[config.mk]
export PLATFORM = sky130hd
export DESIGN_NAME = ysyx_22050612_exu_mdu
export DESIGN_NICKNAME = d
export VERILOG_FILES = /design/src/rtl/ysyx_22050612_mdu_pkg.sv /design/src/rtl/ysyx_22050612_mdu_divstep.sv /design/src/rtl/ysyx_22050612_exu_mdu.sv
export SDC_FILE = /design/constraint.sdc
export NUM_CORES = 2
export LEC_CHECK = 0
export BUFFER_PORTS_ARGS = -buffer_cell sky130_fd_sc_hd__buf_2
export CORE_MARGIN = 10
export CORE_UTILIZATION = 30
export CTS_CLUSTER_DIAMETER = 200
export DETAILED_ROUTE_END_ITERATION = 7
export SLEW_MARGIN = 20
export SYNTH_ARGS = -nofsm -noshare
export SYNTH_HDL_FRONTEND = slang
export SYNTH_SLANG_ARGS = --single-unit
[constraint.sdc]
create_clock -name clk -period 10.1 [get_ports clk]
set_clock_uncertainty 0.1 [all_clocks]
set_input_delay 0 -clock clk [delete_from_list [all_inputs] [get_ports clk]]
set_output_delay 0 -clock clk [all_outputs]
set_load 0.1 [all_outputs]
[src/rtl/ysyx_22050612_mdu_pkg.sv]
`default_nettype none
// ============================================================================
// Module      : ysyx_22050612_mdu_pkg
// Description : Shared op codes, FSM state type and helpers for the EXU
//               multiply/divide unit.
// Revision    : 1.0 - initial release
// ============================================================================
package ysyx_22050612_mdu_pkg;

    localparam logic [2:0] OP_MUL    = 3'd0;
    localparam logic [2:0] OP_MULH   = 3'd1;
    localparam logic [2:0] OP_MULHSU = 3'd2;
    localparam logic [2:0] OP_MULHU  = 3'd3;
    localparam logic [2:0] OP_DIV    = 3'd4;
    localparam logic [2:0] OP_DIVU   = 3'd5;
    localparam logic [2:0] OP_REM    = 3'd6;
    localparam logic [2:0] OP_REMU   = 3'd7;

    typedef enum logic [1:0] {
        S_IDLE = 2'd0,
        S_CALC = 2'd1,
        S_DONE = 2'd2
    } state_e;

    // Division/remainder ops occupy the upper half of the op space.
    function automatic logic is_div(input logic [2:0] op);
        return op[2];
    endfunction

endpackage
`default_nettype wire

[src/rtl/ysyx_22050612_mdu_divstep.sv]
`default_nettype none
// ============================================================================
// Module      : ysyx_22050612_mdu_divstep
// Description : One restoring-division step: shift the next dividend bit into
//               the partial remainder and subtract the divisor if it fits.
// Revision    : 1.0 - initial release
// ============================================================================
module ysyx_22050612_mdu_divstep #(
    parameter int W = 64
) (
    input  logic [W-1:0] rem_i,
    input  logic         bit_i,
    input  logic [W-1:0] divisor_i,
    output logic [W-1:0] rem_o,
    output logic         q_o
);

    logic [W:0]   w_shift;
    logic [W-1:0] w_diff;

    // The partial remainder is always below the divisor, so the shifted value
    // fits in W+1 bits and the difference (when taken) fits in W bits.
    assign w_shift = {rem_i, bit_i};
    assign q_o     = (w_shift >= {1'b0, divisor_i});
    assign w_diff  = w_shift[W-1:0] - divisor_i;
    assign rem_o   = q_o ? w_diff : w_shift[W-1:0];

endmodule
`default_nettype wire

[src/rtl/ysyx_22050612_exu_mdu.sv]
`default_nettype none
// ============================================================================
// Module      : ysyx_22050612_exu_mdu
// Description : Iterative RV64M multiply/divide unit (one bit per cycle) with
//               valid/ready handshakes on request and result sides.
// Revision    : 1.0 - initial release
// ============================================================================
module ysyx_22050612_exu_mdu
    import ysyx_22050612_mdu_pkg::*;
#(
    parameter int XLEN    = 64,
    parameter bit WORD_EN = 1'b1,
    parameter int RW      = 5
) (
    input  logic            clk,
    input  logic            rst,
    input  logic            in_valid_i,
    output logic            in_ready_o,
    input  logic [2:0]      op_i,
    input  logic            word_i,
    input  logic [XLEN-1:0] src1_i,
    input  logic [XLEN-1:0] src2_i,
    input  logic [RW-1:0]   rd_in_i,
    input  logic            flush_i,
    output logic            out_valid_o,
    input  logic            out_ready_i,
    output logic [XLEN-1:0] result_o,
    output logic [RW-1:0]   rd_out_o,
    output logic            busy_o
);

    localparam int              CW     = $clog2(XLEN + 1);
    localparam logic [XLEN-1:0] C_XMIN = {1'b1, {(XLEN-1){1'b0}}};

    // Replace bits above 31 with the sign (or zero) of bit 31 in word mode.
    function automatic logic [XLEN-1:0] ext32(input logic [XLEN-1:0] v,
                                              input logic word, input logic sgn);
        logic [XLEN-1:0] r;
        r = v;
        if (word) begin
            for (int i = 32; i < XLEN; i++) r[i] = sgn & v[31];
        end
        return r;
    endfunction

    state_e            state_q;
    logic [CW-1:0]     cnt_q;
    logic [2:0]        op_q;
    logic              word_q;
    logic              neg_q;
    logic [XLEN-1:0]   a_q;       // multiplicand or divisor magnitude
    logic [2*XLEN-1:0] p_q;       // product, or {remainder, dividend/quotient}
    logic [XLEN-1:0]   result_q;
    logic [RW-1:0]     rd_out_q;
    logic              out_valid_q;

    // ---------------- request decode ----------------
    logic            w_word, w_s1_signed, w_s2_signed, w_is_div;
    logic            w_neg1, w_neg2, w_neg_res, w_div0, w_ovf, w_accept;
    logic [XLEN-1:0] w_x1, w_x2, w_mag1, w_mag2, w_lo_init, w_special_raw;

    assign w_word      = WORD_EN && word_i;
    assign w_s1_signed = (op_i != OP_MULHU) && (op_i != OP_DIVU) && (op_i != OP_REMU);
    assign w_s2_signed = w_s1_signed && (op_i != OP_MULHSU);
    assign w_is_div    = is_div(op_i);
    assign w_x1        = ext32(src1_i, w_word, w_s1_signed);
    assign w_x2        = ext32(src2_i, w_word, w_s2_signed);
    assign w_neg1      = w_s1_signed & w_x1[XLEN-1];
    assign w_neg2      = w_s2_signed & w_x2[XLEN-1];
    assign w_mag1      = w_neg1 ? -w_x1 : w_x1;
    assign w_mag2      = w_neg2 ? -w_x2 : w_x2;
    // Remainder follows the dividend; product and quotient follow sign XOR.
    assign w_neg_res   = (w_is_div && op_i[1]) ? w_neg1 : (w_neg1 ^ w_neg2);
    assign w_div0      = w_is_div && (w_x2 == '0);
    assign w_ovf       = w_is_div && !op_i[0] &&
                         (w_word ? ((w_x1[31:0] == 32'h8000_0000) && (w_x2[31:0] == 32'hFFFF_FFFF))
                                 : ((w_x1 == C_XMIN) && (w_x2 == '1)));
    // On overflow the dividend already equals MIN at the active width.
    assign w_special_raw = w_div0 ? (op_i[1] ? w_x1 : '1) : (op_i[1] ? '0 : w_x1);
    // Word-mode division starts with the 32-bit dividend at the top of the
    // shift register so its MSB is the first bit consumed.
    assign w_lo_init   = w_is_div ? (w_word ? (w_mag1 << (XLEN - 32)) : w_mag1) : w_mag2;
    assign in_ready_o  = (state_q == S_IDLE) && !rst;
    assign w_accept    = in_valid_i && in_ready_o && !flush_i;

    // ---------------- iteration step ----------------
    logic [XLEN:0]     w_mul_sum;
    logic [XLEN-1:0]   w_rem_d;
    logic              w_qbit;
    logic [2*XLEN-1:0] w_p_d;

    assign w_mul_sum = {1'b0, p_q[2*XLEN-1:XLEN]} + (p_q[0] ? {1'b0, a_q} : '0);

    ysyx_22050612_mdu_divstep #(.W(XLEN)) u_divstep (
        .rem_i     (p_q[2*XLEN-1:XLEN]),
        .bit_i     (p_q[XLEN-1]),
        .divisor_i (a_q),
        .rem_o     (w_rem_d),
        .q_o       (w_qbit)
    );

    assign w_p_d = is_div(op_q) ? {w_rem_d, p_q[XLEN-2:0], w_qbit}
                                : {w_mul_sum, p_q[XLEN-1:1]};

    // ---------------- sign fixup and select ----------------
    logic [2*XLEN-1:0] w_prod;
    logic [XLEN-1:0]   w_quo, w_rem, w_calc_raw;

    assign w_prod = neg_q ? -p_q : p_q;
    assign w_quo  = neg_q ? -p_q[XLEN-1:0] : p_q[XLEN-1:0];
    assign w_rem  = neg_q ? -p_q[2*XLEN-1:XLEN] : p_q[2*XLEN-1:XLEN];

    // Pick the architectural result; word MUL low bits sit 32 below XLEN.
    always_comb begin
        w_calc_raw = w_prod[2*XLEN-1:XLEN];
        if (is_div(op_q)) begin
            w_calc_raw = op_q[1] ? w_rem : w_quo;
        end else if (op_q == OP_MUL) begin
            w_calc_raw = word_q ? XLEN'(w_prod[XLEN-32 +: 32]) : w_prod[XLEN-1:0];
        end
    end

    // Control FSM plus datapath registers; flush aborts from any state.
    always_ff @(posedge clk) begin
        if (rst) begin
            state_q     <= S_IDLE;
            cnt_q       <= '0;
            op_q        <= OP_MUL;
            word_q      <= 1'b0;
            neg_q       <= 1'b0;
            a_q         <= '0;
            p_q         <= '0;
            result_q    <= '0;
            rd_out_q    <= '0;
            out_valid_q <= 1'b0;
        end else if (flush_i) begin
            state_q     <= S_IDLE;
            out_valid_q <= 1'b0;
        end else begin
            case (state_q)
                S_IDLE: begin
                    if (w_accept) begin
                        op_q     <= op_i;
                        word_q   <= w_word;
                        neg_q    <= w_neg_res;
                        rd_out_q <= rd_in_i;
                        if (w_div0 || w_ovf) begin
                            result_q <= ext32(w_special_raw, w_word, 1'b1);
                            state_q  <= S_DONE;
                        end else begin
                            a_q     <= w_is_div ? w_mag2 : w_mag1;
                            p_q     <= {{XLEN{1'b0}}, w_lo_init};
                            cnt_q   <= w_word ? CW'(32) : CW'(XLEN);
                            state_q <= S_CALC;
                        end
                    end
                end
                S_CALC: begin
                    if (cnt_q != '0) begin
                        p_q   <= w_p_d;
                        cnt_q <= cnt_q - 1'b1;
                    end else begin
                        result_q    <= ext32(w_calc_raw, word_q, 1'b1);
                        out_valid_q <= 1'b1;
                        state_q     <= S_DONE;
                    end
                end
                S_DONE: begin
                    // Special-case results enter DONE silently and raise
                    // out_valid one cycle after accept.
                    if (!out_valid_q) begin
                        out_valid_q <= 1'b1;
                    end else if (out_ready_i) begin
                        out_valid_q <= 1'b0;
                        state_q     <= S_IDLE;
                    end
                end
                default: begin
                    state_q     <= S_IDLE;
                    out_valid_q <= 1'b0;
                end
            endcase
        end
    end

    assign out_valid_o = out_valid_q;
    assign result_o    = result_q;
    assign rd_out_o    = rd_out_q;
    assign busy_o      = (state_q != S_IDLE);

endmodule
`default_nettype wire

* Word level (Yosys, flattened, before mapping)
Index checks and enable logic that the tools add are counted.
** Storage, ports and cells
- Flip-flop bits (word level) :: 276
- Word-level logic and storage cells :: 120
- Input port bits :: 142
** Cells by class
- Bitwise operators :: 8
- Equal/unequal tests :: 17
- Multiplexer cells :: 47
- $lt $le $gt $ge :: 1
- Reduce and logical (&&, ||, !) cells :: 29
- Add/sub/neg operators :: 8
** Operators with widths (number)
- $mux W64 :: 19
- $mux W128 :: 5
- $neg A64 Y64 :: 4
- $pmux W128 S2 :: 1
- $eq A64 B64 Y1 const B :: 2
- $mux W32 :: 4
- $neg A128 Y128 :: 1
- $pmux W64 S2 :: 1
- $add A64 B64 Y65 :: 1
- $ge A65 B64 Y1 :: 1
- $eq A32 B32 Y1 const B :: 2
- $logic_not A64 Y1 :: 1
- $sub A64 B64 Y64 :: 1
- $mux W7 :: 4
- $pmux W7 S2 :: 1
- $logic_and A1 B1 Y1 :: 12
- $ne A2 B2 Y1 const B :: 6
- $mux W2 :: 5
- $reduce_and A5 Y1 :: 2
- $reduce_and A4 Y1 :: 2
- $reduce_bool A7 Y1 :: 1
- $sub A7 B1 Y7 const B :: 1
- $ne A3 B2 Y1 const B :: 2
- $ne A3 B3 Y1 const B :: 2
- 17 further kinds :: 29

* Logic depth before layout (Yosys ltp)
- Depth after elaboration :: 14
- Mapped depth :: 17
- Mapped depth without buffers :: 14

* By module
Synthesis repeated with hierarchy kept, for this count alone.
** Unflattened totals
- Cell total of the unflattened synthesis :: 4859
- Area total of the unflattened synthesis :: 33181.8 um^2
** By module, submodules not included
- ysyx_22050612_exu_mdu :: area an instance 28260.9 um^2, cells each 4138, instances 1, seq. area each 5525.3 um^2
- ysyx_22050612_mdu_divstep :: area an instance 4921.0 um^2, cells each 721, instances 1, seq. area each 0.0 um^2

* Least setup slack after synthesis
OpenSTA, ideal clock, no wires.
- Path type :: reg2reg
- Start point :: register p_q[0]
- End point :: register result_q[38] (netlist: result_o[38])
- Cell stages (with the launch flop) :: 17
- Arrival time :: 4.126 ns
- Path buffers :: 4
- Clock period less this slack :: 4.346 ns
- Data required time :: 9.880 ns
- Library setup time :: 0.120 ns
- Path slack :: 5.754 ns
- Cells stage by stage :: dfxtp_1 clkbuf_1 inv_2 clkbuf_1 ha_1 or4b_1 or4_1 buf_2 or3_4 or4_4 buf_6 o21ai_4 nand2_1 xor2_1 a2111o_1 o311a_1 o31a_1
** Between the ends
- Cells in the longest elaborated chain, start to end :: 8
** Ends and longest elaborated chain
- from (decl) :: RTL line ysyx_22050612_exu_mdu.sv:52 : logic [2*XLEN-1:0] p_q;
- from (signal assigned) :: RTL line ysyx_22050612_exu_mdu.sv:152 : p_q <= {{XLEN{1'b0}}, w_lo_init};
- from (signal assigned) :: RTL line ysyx_22050612_exu_mdu.sv:160 : p_q <= w_p_d;
- $neg A128 Y128 :: RTL line ysyx_22050612_exu_mdu.sv:109 : assign w_prod = neg_q ? -p_q : p_q;
- $mux W128 :: RTL line ysyx_22050612_exu_mdu.sv:109
- $mux W64 :: RTL line ysyx_22050612_exu_mdu.sv:119 : w_calc_raw = word_q ? XLEN'(w_prod[XLEN-32 +: 32]) : w_prod[XLEN-1:0];
- $mux W64 :: RTL line ysyx_22050612_exu_mdu.sv:118 : end else if (op_q == OP_MUL) begin
- $mux W64 * :: RTL line ysyx_22050612_exu_mdu.sv:116 : if (is_div(op_q)) begin
- $mux W32 * :: RTL line ysyx_22050612_exu_mdu.sv:40 : if (word) begin
- $mux W64 * :: RTL line ysyx_22050612_exu_mdu.sv:159 : if (cnt_q != '0) begin
- $pmux W64 S2 * :: RTL line ysyx_22050612_exu_mdu.sv:140 : case (state_q)
- to (signal assigned) :: RTL line ysyx_22050612_exu_mdu.sv:148 : result_q <= ext32(w_special_raw, w_word, 1'b1);
- to (signal assigned) :: RTL line ysyx_22050612_exu_mdu.sv:163 : result_q <= ext32(w_calc_raw, word_q, 1'b1);
- to (decl) :: RTL line ysyx_22050612_exu_mdu.sv:53 : logic [XLEN-1:0] result_q;
Mark *: on every way between the ends. The rest lies on a longest branch, timed or not. The select of a mux whose other input is x is not followed.
A chain may end at the register's enable or synchronous reset.

* Worst setup path in the final report
- Start point :: register p_q[64]
- End point :: register result_q[46] (netlist: result_o[46])
** Between the ends
- Cells in the longest elaborated chain, start to end :: 7
** Ends and longest elaborated chain (RTL line)
- $neg A128 Y128 or $neg A64 Y64 (tied branches) :: ysyx_22050612_exu_mdu.sv:109, ysyx_22050612_exu_mdu.sv:111
- $mux W128 or $mux W64 (tied branches) :: ysyx_22050612_exu_mdu.sv:109, ysyx_22050612_exu_mdu.sv:111
- $mux W64, on equally long branches :: ysyx_22050612_exu_mdu.sv:118, ysyx_22050612_exu_mdu.sv:117
- $mux W64 * :: ysyx_22050612_exu_mdu.sv:116
- $mux W32 * :: ysyx_22050612_exu_mdu.sv:40
- $mux W64 * :: ysyx_22050612_exu_mdu.sv:159
- $pmux W64 S2 * :: ysyx_22050612_exu_mdu.sv:140
Marked as above.

==> out/metrics.csv <==
stage;metric;value;unit
global_route;grt_pass1_vias;36800;
die;fp.dieW;353;um
worst_hold_path;hold_depth;4;
synth;synth_top_cell_by_area;dfxtp_1;
die;io_pins;214;
setup_path;startpoint_type;register;
setup_path;ff2ff_path_depth;12;
sta;hold_viol_final;0;
worst_hold_path;hold_start;rd_in_i[3];
sta;final.setup.worst_slack;4.56;ns
setup_path;r2r_start;p_q[64]$_SDFFE_PP0P_;
synth;synth_edf_count;0;
run_status;status;finished with violations;
setup_path;worstReg2RegEnd;result_o[46]$_SDFFE_PP0P_;
synth;synth-main-ff-cell;dfxtp_1;
route;drt_iter0_drc;6357;
route;ant_nets;0;
clock_network;cts_buffers;39;
die;floorplan.initialDensity;0.301;
synth;synthCells;4902;
setup_path;worstPathArrival;5.87;ns
final_layout;drive_gt1_frac;0.0952;
sta;slew_headroom;0.178;
clock_network;numClockSinks;276;
global_route;grt_antenna_before_repair;6;
synth;synth_async_sr_flop_share;0;
clock_network;tritoncts;done;
sta;clock.fmax;181;MHz
synth;syn_avg_cell_area;6.78;um2
final_layout;stdcell_area;37300;um2
synth;syn_nets;5184;
power;ir_worst_vdd;103;uV
synth;yosysMostFrequentCell;nand2_1;
clock_network;htreeDepth;2;
flow_run;cap_violations;0;
route;vias;40600;
clock_network;clockBufferDepth;3;
placed_design;dp_hpwl;145000;um
power;leakage;14.6;nW
clock_network;root_buffer;clkbuf_16;
sta;fin_crit;5.54;ns
setup_path;cpPeakStageDelay;0.98;ns
synth;synth_seq_cells;276;
synth;synth-seq-area-share;0.166;
power;pwr_density_cell;112;nW/um2
die;die_h;353;um
placed_design;place_ws;4.44;ns
route;drt_wl_total;187000;um
run_status;violations;design-rule violations;
power;totalPowerFinal;4.16;mW
setup_path;r2r_slack;4.56;ns
sta;finalSetupViolCount;0;
synth;syn_area;33200;um2
die;dieArea;125000;um2
global_route;grt-ovfl-total;0;
final_layout;nNetsFinal;5167;
final_layout;post-route-util;0.338;
synth;synth_common_cells;574 x nand2_1, 499 x nor2_1, 455 x a21oi_1;
setup_path;end_kind;register;
sta;finalMaxSlewViolations;0;
synth;yosys-top-cells-area;dfxtp_1 17%, a21oi_1 6.9%, nand2_1 6.5%;
route;drtPass1Iterations;8;
die;rows;122;
setup_path;cp_data_required_time;10.43;ns
clock_network;clock_latency;0.61;ns
setup_path;crit_type;reg -> reg;
final_layout;fillers;12000;
global_route;grt_pass1_wl;265000;um
synth;synthDistinctLibCells;92;
sta;holdWs;0.0227;ns
setup_path;cp_slowest_cell;nor4_1;
clock_network;cts.clk_slew.worst_paths;0.06;ns
placed_design;dp_cells;6280;
final_layout;instances_no_fill;6405;
route;drc_errors;1;
setup_path;worstPathCellList;inv_1, ha_1, nor3b_1, nand4_1, or4_1, nor4_1, nand3_1, o21ai_0, xor2_1, nor2_1, o31ai_1, a311oi_1;
sta;period_share;0.548;
synth;yosysTopAreaCellShare;0.166;
sta;rsz0062_at_grt;false;
setup_path;worstPathMaxFanout;9;
worst_hold_path;min_path_type;in -> reg;
route;wl_per_cell;29.1;um
placed_design;routabilityCongestion;1.08;
worst_hold_path;min_to;rd_out_o[3]$_SDFFE_PP0P_;
synth;ys_warn_count;0;
route;viasPerCell;6.34;
placed_design;place_area;35400;um2
placed_design;io_buffers;213;
sta;tns;0;ns
global_route;grt_max_degree;86;
die;core_area;110000;um2
sta;tightest_slew;1.22;ns
global_route;track_usage;0.280;
final_layout;area_delta_synth_final;12.2;%
[cell type report]
| type | count | area, um2 | area share |
|---|---|---|---|
| timing repair buffer | 360 | 2320 | 0.0621 |
| clock buffer | 47 | 1050 | 0.0280 |
| sequential | 276 | 5530 | 0.148 |
| tap | 1488 | 1860 | 0.0499 |
| clock inverter | 24 | 317 | 0.00849 |
| multi-input combinational | 4065 | 25700 | 0.689 |
| antenna | 2 | 5.00 | 0.000134 |
| inverter | 143 | 537 | 0.0144 |
[where the power goes]
group | total, mW | leakage (nW) | switching, mW | internal, mW
registers | 1.16 | 2.23 | 0.0467 | 1.12
clock network | 1.51 | 0.658 | 0.636 | 0.879
logic | 1.48 | 11.7 | 1.06 | 0.423
[registers in the layout, summed over array words and instances (netlist names)]
name,cells
out_valid_o,1
result_o,64
word_q,1
cnt_q,7
p_q,128
op_q,3
neg_q,1
rd_out_o,5
state_q,2
a_q,64
[metal layers]
metal / track usage / wire length (um) / vias to the layer above
met5: 0 / 44 / -
met4: 0.185 / 15200 / 8
met3: 0.0700 / 21500 / 557
met2: 0.410 / 76500 / 2728
met1: 0.362 / 73600 / 19300
li1: - / - / 18000
[cells in the final DEF (no fill, tap or decap), types with 102 or more instances in the layout]
master / instances
nand2_1: 573
nor2_1: 497
a21oi_1: 454
o21ai_0: 350
dfxtp_1: 273
buf_2: 210
xnor2_1: 192
xor2_1: 182
inv_1: 140
ha_1: 137
nor3_1: 119
a211oi_1: 119
mux2i_1: 115
o211ai_1: 102
[kinds of logic after synthesis]
group                    synth area share
multiplexers                       0.0401
adder cells (fa/ha/maj)            0.0619
AND/OR/NAND/NOR                     0.241
AO/OA/AOI/OAI                       0.328
XOR/XNOR                           0.0986
flip-flops                          0.166
buffers and inverters              0.0644
[worst max-delay path: cells and delay by family (launching register included)]
family	cells	cell delay [ns]
simple gates	6	2.80
compound gates	3	1.38
fa+ha+maj	1	0.28
buf+inv	1	0.18
flops	1	0.45
xor+xnor	1	0.17
[how the worst max path moves through the flow]
stage	to	startpoint	cells after the start
2_1_floorplan	result_o[38]$_SDFFE_PP0P_	p_q[0]$_SDFFE_PP0P_	16
3_3_place_gp	p_q[121]$_SDFFE_PP0P_	word_i	12
3_5_place_dp	p_q[121]$_SDFFE_PP0P_	word_i	12
4_1_cts	p_q[117]$_SDFFE_PP0P_	p_q[105]$_SDFFE_PP0P_	11
5_1_grt	p_q[121]$_SDFFE_PP0P_	p_q[105]$_SDFFE_PP0P_	11
6_report	result_o[46]$_SDFFE_PP0P_	p_q[64]$_SDFFE_PP0P_	12
[repair_timing]
action / CTS / global route
hold buffers: 51 / 0
endpoints found under the setup margin: 0 / 0
hold endpoints to repair: 97 / 0
buffers inserted: 0 / 0
resized for setup: 0 / 0
No activity file was read; power rests on OpenSTA's default activity.
